$ cat src/rtl/banked_memory.sv
// banked_memory: instruction/data word banks behind a single-request
// IDLE/WAIT/RESP handshake with a parameterised number of wait cycles.
module banked_memory #(
  parameter int WIDTH  = 13,
  parameter int DEPTH  = 16,
  parameter int ADDR_W = 13,
  parameter int WAIT   = 2
) (
  input  logic              clk,
  input  logic              reset,
  input  logic [ADDR_W-1:0] address,
  input  logic [WIDTH-1:0]  dataIn,
  input  logic              write,
  input  logic              read,
  input  logic              instruction,
  output logic [WIDTH-1:0]  dataOut,
  output logic              Done,
  output logic              busy,
  output logic              err
);

  localparam int          IDX_W     = (DEPTH > 1) ? $clog2(DEPTH) : 1;
  localparam int unsigned DEPTH_U   = DEPTH;
  localparam logic [3:0]  WAIT_LAST = (WAIT == 0) ? 4'd0 : 4'(WAIT - 1);
  localparam logic [ADDR_W:0] DEPTH_EXT = (ADDR_W + 1)'(DEPTH);

  typedef enum logic [1:0] {S_IDLE, S_WAIT, S_RESP} state_e;

  state_e            state_q, state_d;
  logic [3:0]        cnt_q, cnt_d;
  logic [ADDR_W-1:0] addr_q;
  logic [WIDTH-1:0]  din_q;
  logic              instr_q;
  logic              wr_q;
  logic [WIDTH-1:0]  dout_q;
  logic              done_q;
  logic              err_q;
  logic [WIDTH-1:0]  ibank_q [DEPTH];
  logic [WIDTH-1:0]  dbank_q [DEPTH];

  logic              req;
  logic              accept;
  logic              resp;
  logic              oor;
  logic [IDX_W-1:0]  idx;

  function automatic logic [WIDTH-1:0] boot_word(input int unsigned i);
    case (i)
      0:       boot_word = WIDTH'(13'b0000000010010);
      1:       boot_word = WIDTH'(13'b0010010100100);
      2:       boot_word = WIDTH'(13'b1000100010001);
      3:       boot_word = WIDTH'(13'b1010100100001);
      default: boot_word = '0;
    endcase
  endfunction

  assign req    = write | read;
  assign accept = (state_q == S_IDLE) && req;
  assign resp   = (state_q == S_RESP);
  // Range check uses the full latched address; only the low bits index.
  assign oor    = {1'b0, addr_q} >= DEPTH_EXT;
  assign idx    = addr_q[IDX_W-1:0];

  always_comb begin
    state_d = state_q;
    cnt_d   = cnt_q;
    case (state_q)
      S_IDLE: begin
        if (req) begin
          cnt_d   = '0;
          state_d = (WAIT == 0) ? S_RESP : S_WAIT;
        end
      end
      S_WAIT: begin
        cnt_d = cnt_q + 4'd1;
        if (cnt_q == WAIT_LAST) state_d = S_RESP;
      end
      S_RESP:  state_d = S_IDLE;
      default: state_d = S_IDLE;
    endcase
  end

  always_ff @(posedge clk) begin
    if (reset) begin
      state_q <= S_IDLE;
      cnt_q   <= '0;
    end else begin
      state_q <= state_d;
      cnt_q   <= cnt_d;
    end
  end

  always_ff @(posedge clk) begin
    if (reset) begin
      addr_q  <= '0;
      din_q   <= '0;
      instr_q <= 1'b0;
      wr_q    <= 1'b0;
    end else if (accept) begin
      addr_q  <= address;
      din_q   <= dataIn;
      instr_q <= instruction;
      wr_q    <= write;
    end
  end

  always_ff @(posedge clk) begin
    if (reset) begin
      for (int unsigned i = 0; i < DEPTH_U; i++) begin
        ibank_q[IDX_W'(i)] <= boot_word(i);
        dbank_q[IDX_W'(i)] <= '0;
      end
    end else if (resp && wr_q && !oor) begin
      if (instr_q) ibank_q[idx] <= din_q;
      else         dbank_q[idx] <= din_q;
    end
  end

  // Done/err/dataOut are registered on the edge that leaves RESP.
  always_ff @(posedge clk) begin
    if (reset) begin
      dout_q <= '0;
      done_q <= 1'b0;
      err_q  <= 1'b0;
    end else begin
      done_q <= resp;
      err_q  <= resp && oor;
      if (resp && !wr_q) begin
        if (oor)          dout_q <= '0;
        else if (instr_q) dout_q <= ibank_q[idx];
        else              dout_q <= dbank_q[idx];
      end
    end
  end

  assign dataOut = dout_q;
  assign Done    = done_q;
  assign err     = err_q;
  assign busy    = (state_q != S_IDLE);

endmodule

$ cat config.mk
export PLATFORM = sky130hd
export DESIGN_NAME = banked_memory
export DESIGN_NICKNAME = d
export VERILOG_FILES = /design/src/rtl/banked_memory.sv
export SDC_FILE = /design/constraint.sdc
export NUM_CORES = 1
export LEC_CHECK = 0
export BUFFER_PORTS_ARGS = -buffer_cell sky130_fd_sc_hd__buf_2
export CAP_MARGIN = 10
export CELL_PAD_IN_SITES_DETAIL_PLACEMENT = 1
export CELL_PAD_IN_SITES_GLOBAL_PLACEMENT = 2
export CORE_AREA = 2 2 219 221
export DETAILED_ROUTE_END_ITERATION = 10
export DIE_AREA = 0 0 221 223
export PLACE_DENSITY = 0.84
export SYNTH_ARGS = -nofsm -noshare
export SYNTH_HDL_FRONTEND = slang
export SYNTH_SLANG_ARGS = --single-unit
$ cat constraint.sdc
create_clock -name clk -period 6.3 [get_ports clk]
set_input_delay 1.26 -clock clk [delete_from_list [all_inputs] [get_ports clk]]
set_output_delay 1.26 -clock clk [all_outputs]
set_load 0.02 [all_outputs]
Word level (Yosys, flattened, before mapping)
Memories as Yosys holds them, arrays and structs flattened. A register that Yosys moved wholly into a read port is not among the register bits.
Index checks and enable logic that the tools add are counted.
{ "totals": {"regBits": 49, "latchBits": 0, "mem_bits_rw": 416, "romBits": 0, "input_bits": 31, "output_inout_bits": 16, "elab_cells": 65, "mem_count": 2} }
{ "classes": {"addsub": 1, "multipliers": 0, "div": 0, "magnitude_cmp": 1, "eq_ne": 5, "shifts": 0, "muxes": 32, "bitwise": 1, "reduce_logical": 14} }
{ "mem_list": {"columns": ["name", "depth", "width", "rd", "rd_clocked_by_memory_dff", "write_ports", "line", "rtl"], "rows": [
  ["dbank_q", 16, 13, 1, 1, 16, "39", "logic [WIDTH-1:0] dbank_q [DEPTH];"],
  ["ibank_q", 16, 13, 1, 1, 16, "38", "logic [WIDTH-1:0] ibank_q [DEPTH];"]
]} }
{ "op_table": {"columns": ["cell", "n"], "rows": [
  ["$mux W13", 9],
  ["$mux W4", 7],
  ["$reduce_or A13 Y1", 2],
  ["$ge A13 B5 Y1 const B", 1],
  ["$mux W1", 12],
  ["$pmux W4 S2", 1],
  ["$logic_and A1 B1 Y1", 5],
  ["$add A4 B1 Y4 const B", 1],
  ["$eq A4 B1 Y1 const B", 1],
  ["$mux W2", 2],
  ["$ne A2 B2 Y1 const B", 2],
  ["$pmux W2 S2", 1],
  ["$reduce_and A2 Y1", 2],
  ["$reduce_bool A2 Y1", 2],
  ["$eq A2 B1 Y1 const B", 1],
  ["$eq A2 B2 Y1 const B", 1],
  ["$logic_not A1 Y1", 2],
  ["$logic_not A2 Y1", 1],
  ["$or A1 B1 Y1", 1]
]} }

Longest topological paths before layout
{ "logic_depth": {"ltp_word": 8, "depth_mapped": 7, "mapped_depth_nobuf": 5} }

Worst setup path before layout
Ideal clock, no wire load.
{ "synth_path": {"path_kind": "input port to flip-flop", "startpoint": "in reset", "endpoint": "mem ibank_q[11][0], enable pin", "setup_time_ns": 0.324, "arrival_ns": 2.714, "required_ns": 5.976, "slack_ns": 3.262, "cell_stages": 6, "n_path_buf": 2, "cell_sequence": "buf_2 -> nor3b_2 -> nand3_1 -> buf_2 -> nor3_1 -> or2_2"} }
{ "synth_rtl": {"columns": ["element", "line", "rtl"], "rows": [
  ["start, declared", "10", "input logic reset,"],
  ["end, declared", "38", null]
]} }

==> impl_metrics.ini <==
[setup_path]
reg2reg_to = ibank_q[13][11]
criticalPathCategory = in2reg
worstReg2RegStart = addr_q[8]
critical_path_required_ns = 6.56
reg2regPathDepth = 4
crit_path_start_kind = input port
end_kind = flop
cp_max_fo = 41
r2r_slack_ns = 2.53
critical_path_arrival_ns = 4.48

[grt]
grt_max_degree = 61
antenna_found_initial = 1
grtUsageTotal_pct = 23.2
grt_overflow = 0
grt_pass1_wl_um = 83800
grt_pass1_vias = 12600

[clocking]
clk_pin_slew_worst_paths_ns = 0.06
post_cts_buffers = 0
clk_path_buf_depth = 3
cts_inserted_buffers = 49
ctsHoldBuffers = 0
tritoncts = yes
root_buffer = clkbuf_16
cts.sinks = 469
cts_resized = 0
worstSkewPairLatency_ns = 0.60
cts_max_level = 2

[power_and_ir_drop]
power_frac_clock_pct = 41.3
p_leak_nw = 8.26
swShare_pct = 23.6
powerDensity_nw_per_um2 = 300
power.switching_mw = 1.65
p_int_mw = 5.35
p_total_mw = 7.00
power_frac_comb_pct = 7.5
peakVddDrop_mv = 0.198
pwr-share-seq_pct = 51.2

[route]
viasPerCell = 5.69
drt-initial-drc-count = 1134
vias = 11900
antenna_left = 0
wl_um = 56100
wl_per_cell_um = 26.8
drc = 0
dr.pass1.iters = 5

[yosys]
seq_area_frac_synth_pct = 64.7
yosysUniqueCellTypes = 41
synth_flop_cell = edfxtp_1
synth.avg_cell_area_um2 = 14.7
syn_area_um2 = 21000
synth-edff-count = 416
syn-num-nets = 1457
yosysWarnings = 0
async_reset_ff_share_pct = 0
syn_inst = 1424
ys_seq_elements = 469

[timing]
tns_ns = 0
slew_violations = 0
setup_viol_count_final = 0
period_minus_slack_ns = 4.22
rsz0062_at_grt = false
relSlewSlack_pct = 23.5
post-route-period-util_pct = 66.9
tightest_slew_ns = 1.14
skew_ns = 0.0202
worst_slack_ns = 2.08
finalHoldViolCount = 0
fmax_mhz = 237

[run]
maxCapViolCount = 0

[die]
ios = 47
coreArea_um2 = 47100
rows = 80
start_util_pct = 44.4
die_h_um = 223
die_area_um2 = 49300
chipWidth_um = 221

[layout]
synthToLayoutAreaGrowth_pct = 11.5
final-instance-count-excl-fill = 2090
nets = 1466
drive_gt1_share_pct = 22.3
fillers = 4502

[placed_design]
placedCellCount = 1997
dpl.hpwl_um = 35200
port_buffers = 46
place_congestion = 0.829
place_ws_ns = 1.45

[worst_hold_path]
hold_end = din_q[8]
hold_class = reg2reg
min_delay_path_depth = 2
worstHoldStart = din_q[8]

[run_status]
status = finished, final reports clean
[synthesized netlist by cell type (12+ instances only)]
master,instances,area share [%]
nand4b_1,13,0.54
nor3_1,27,0.64
clkbuf_1,106,1.9
mux4_2,114,12
dfxtp_1,53,5.1
o211ai_1,12,0.43
a22o_1,24,1.0
nand2b_1,19,0.57
nor2_1,23,0.41
nand2_1,72,1.3
buf_2,12,0.29
edfxtp_1,416,60
a21oi_1,31,0.74
and2_1,403,12
or2_2,37,1.1
[state kept, by name, indices dropped and copies added (netlist names), named ones only]
| register | flops |
|---|---|
| state_q | 2 |
| dbank_q | 208 |
| Done | 1 |
| din_q | 13 |
| addr_q | 13 |
| wr_q | 1 |
| ibank_q | 208 |
| err | 1 |
| cnt_q | 4 |
| dataOut | 13 |
| instr_q | 1 |
[critical path, cell delays in order]
cell     delay [ns]
buf_2          0.35
nor3b_2        0.36
nand3_1        0.84
nor3_1         1.20
or2_2          0.46
[power groups by stage]
stage	sequential [mW]	clock (mW)	combinational, mW
6_report	3.58	2.89	0.525
2_1_floorplan	3.57	0	0.373
5_1_grt	3.59	3.06	0.559
3_3_place_gp	3.64	0	0.521
3_5_place_dp	3.65	0	0.531
4_1_cts	3.58	2.94	0.533
[metrics by stage]
step / utilization [%] / cell area [µm²] / hold slack (ns)
floorplan: - / 21000 / 0.436
global placement: 46.2 / 21800 / 0.446
detailed placement: 46.2 / 21800 / 0.451
CTS: 49.6 / 23400 / 0.459
global route: 49.6 / 23400 / 0.491
finish: 49.6 / 23400 / 0.456
[cells by family after synthesis]
logic type	Yosys count	synth area share, %
xor gates and xnor gates	1	0.0418
and+or+nand+nor	624	17.7
muxes	120	12.5
DFF	469	64.7
AOI/OAI and AO/OA	77	2.51
adders and majority gates	2	0.119
buffers and inverters	131	2.42
[routing by layer]
metal	global-route usage (%)	share of wire, %	vias to the layer above
met4	7.27	2.5	0
met5	0	0	-
met3	3.28	5.5	79
met2	38.1	49	333
met1	32.2	43	6284
li1	-	-	5205
[worst max path at each step]
stage	startpoint	to	slack [ns]
global placement	reset	ibank_q[13][12]	1.79
floorplan	reset	ibank_q[11][0]	3.26
detailed placement	reset	ibank_q[13][4]	1.45
global route	reset	ibank_q[13][11]	1.84
CTS	reset	ibank_q[13][1]	2.08
finish	reset	ibank_q[13][11]	2.08
[final cells by class]
cell class / count / area [µm²] / area share [%]
sequential: 469 / 13600 / 58.0
multi-input combinational: 824 / 6890 / 29.5
clock buffer: 68 / 1390 / 5.95
tap: 615 / 769 / 3.29
timing repair buffer: 85 / 536 / 2.29
clock inverter: 24 / 199 / 0.851
inverter: 4 / 15.0 / 0.0642
antenna: 1 / 2.50 / 0.0107
[placed cells by master, fill, tap and decap left out, types with 27 or more instances in the layout]
cell,count
a21oi_1,31
nand2_1,72
dfxtp_1,45
clkbuf_16,51
mux4_2,114
edfxtp_1,416
buf_4,38
buf_2,46
nor3_1,27
or2_2,37
and2_1,403
Power figures use the tool's default switching activity.
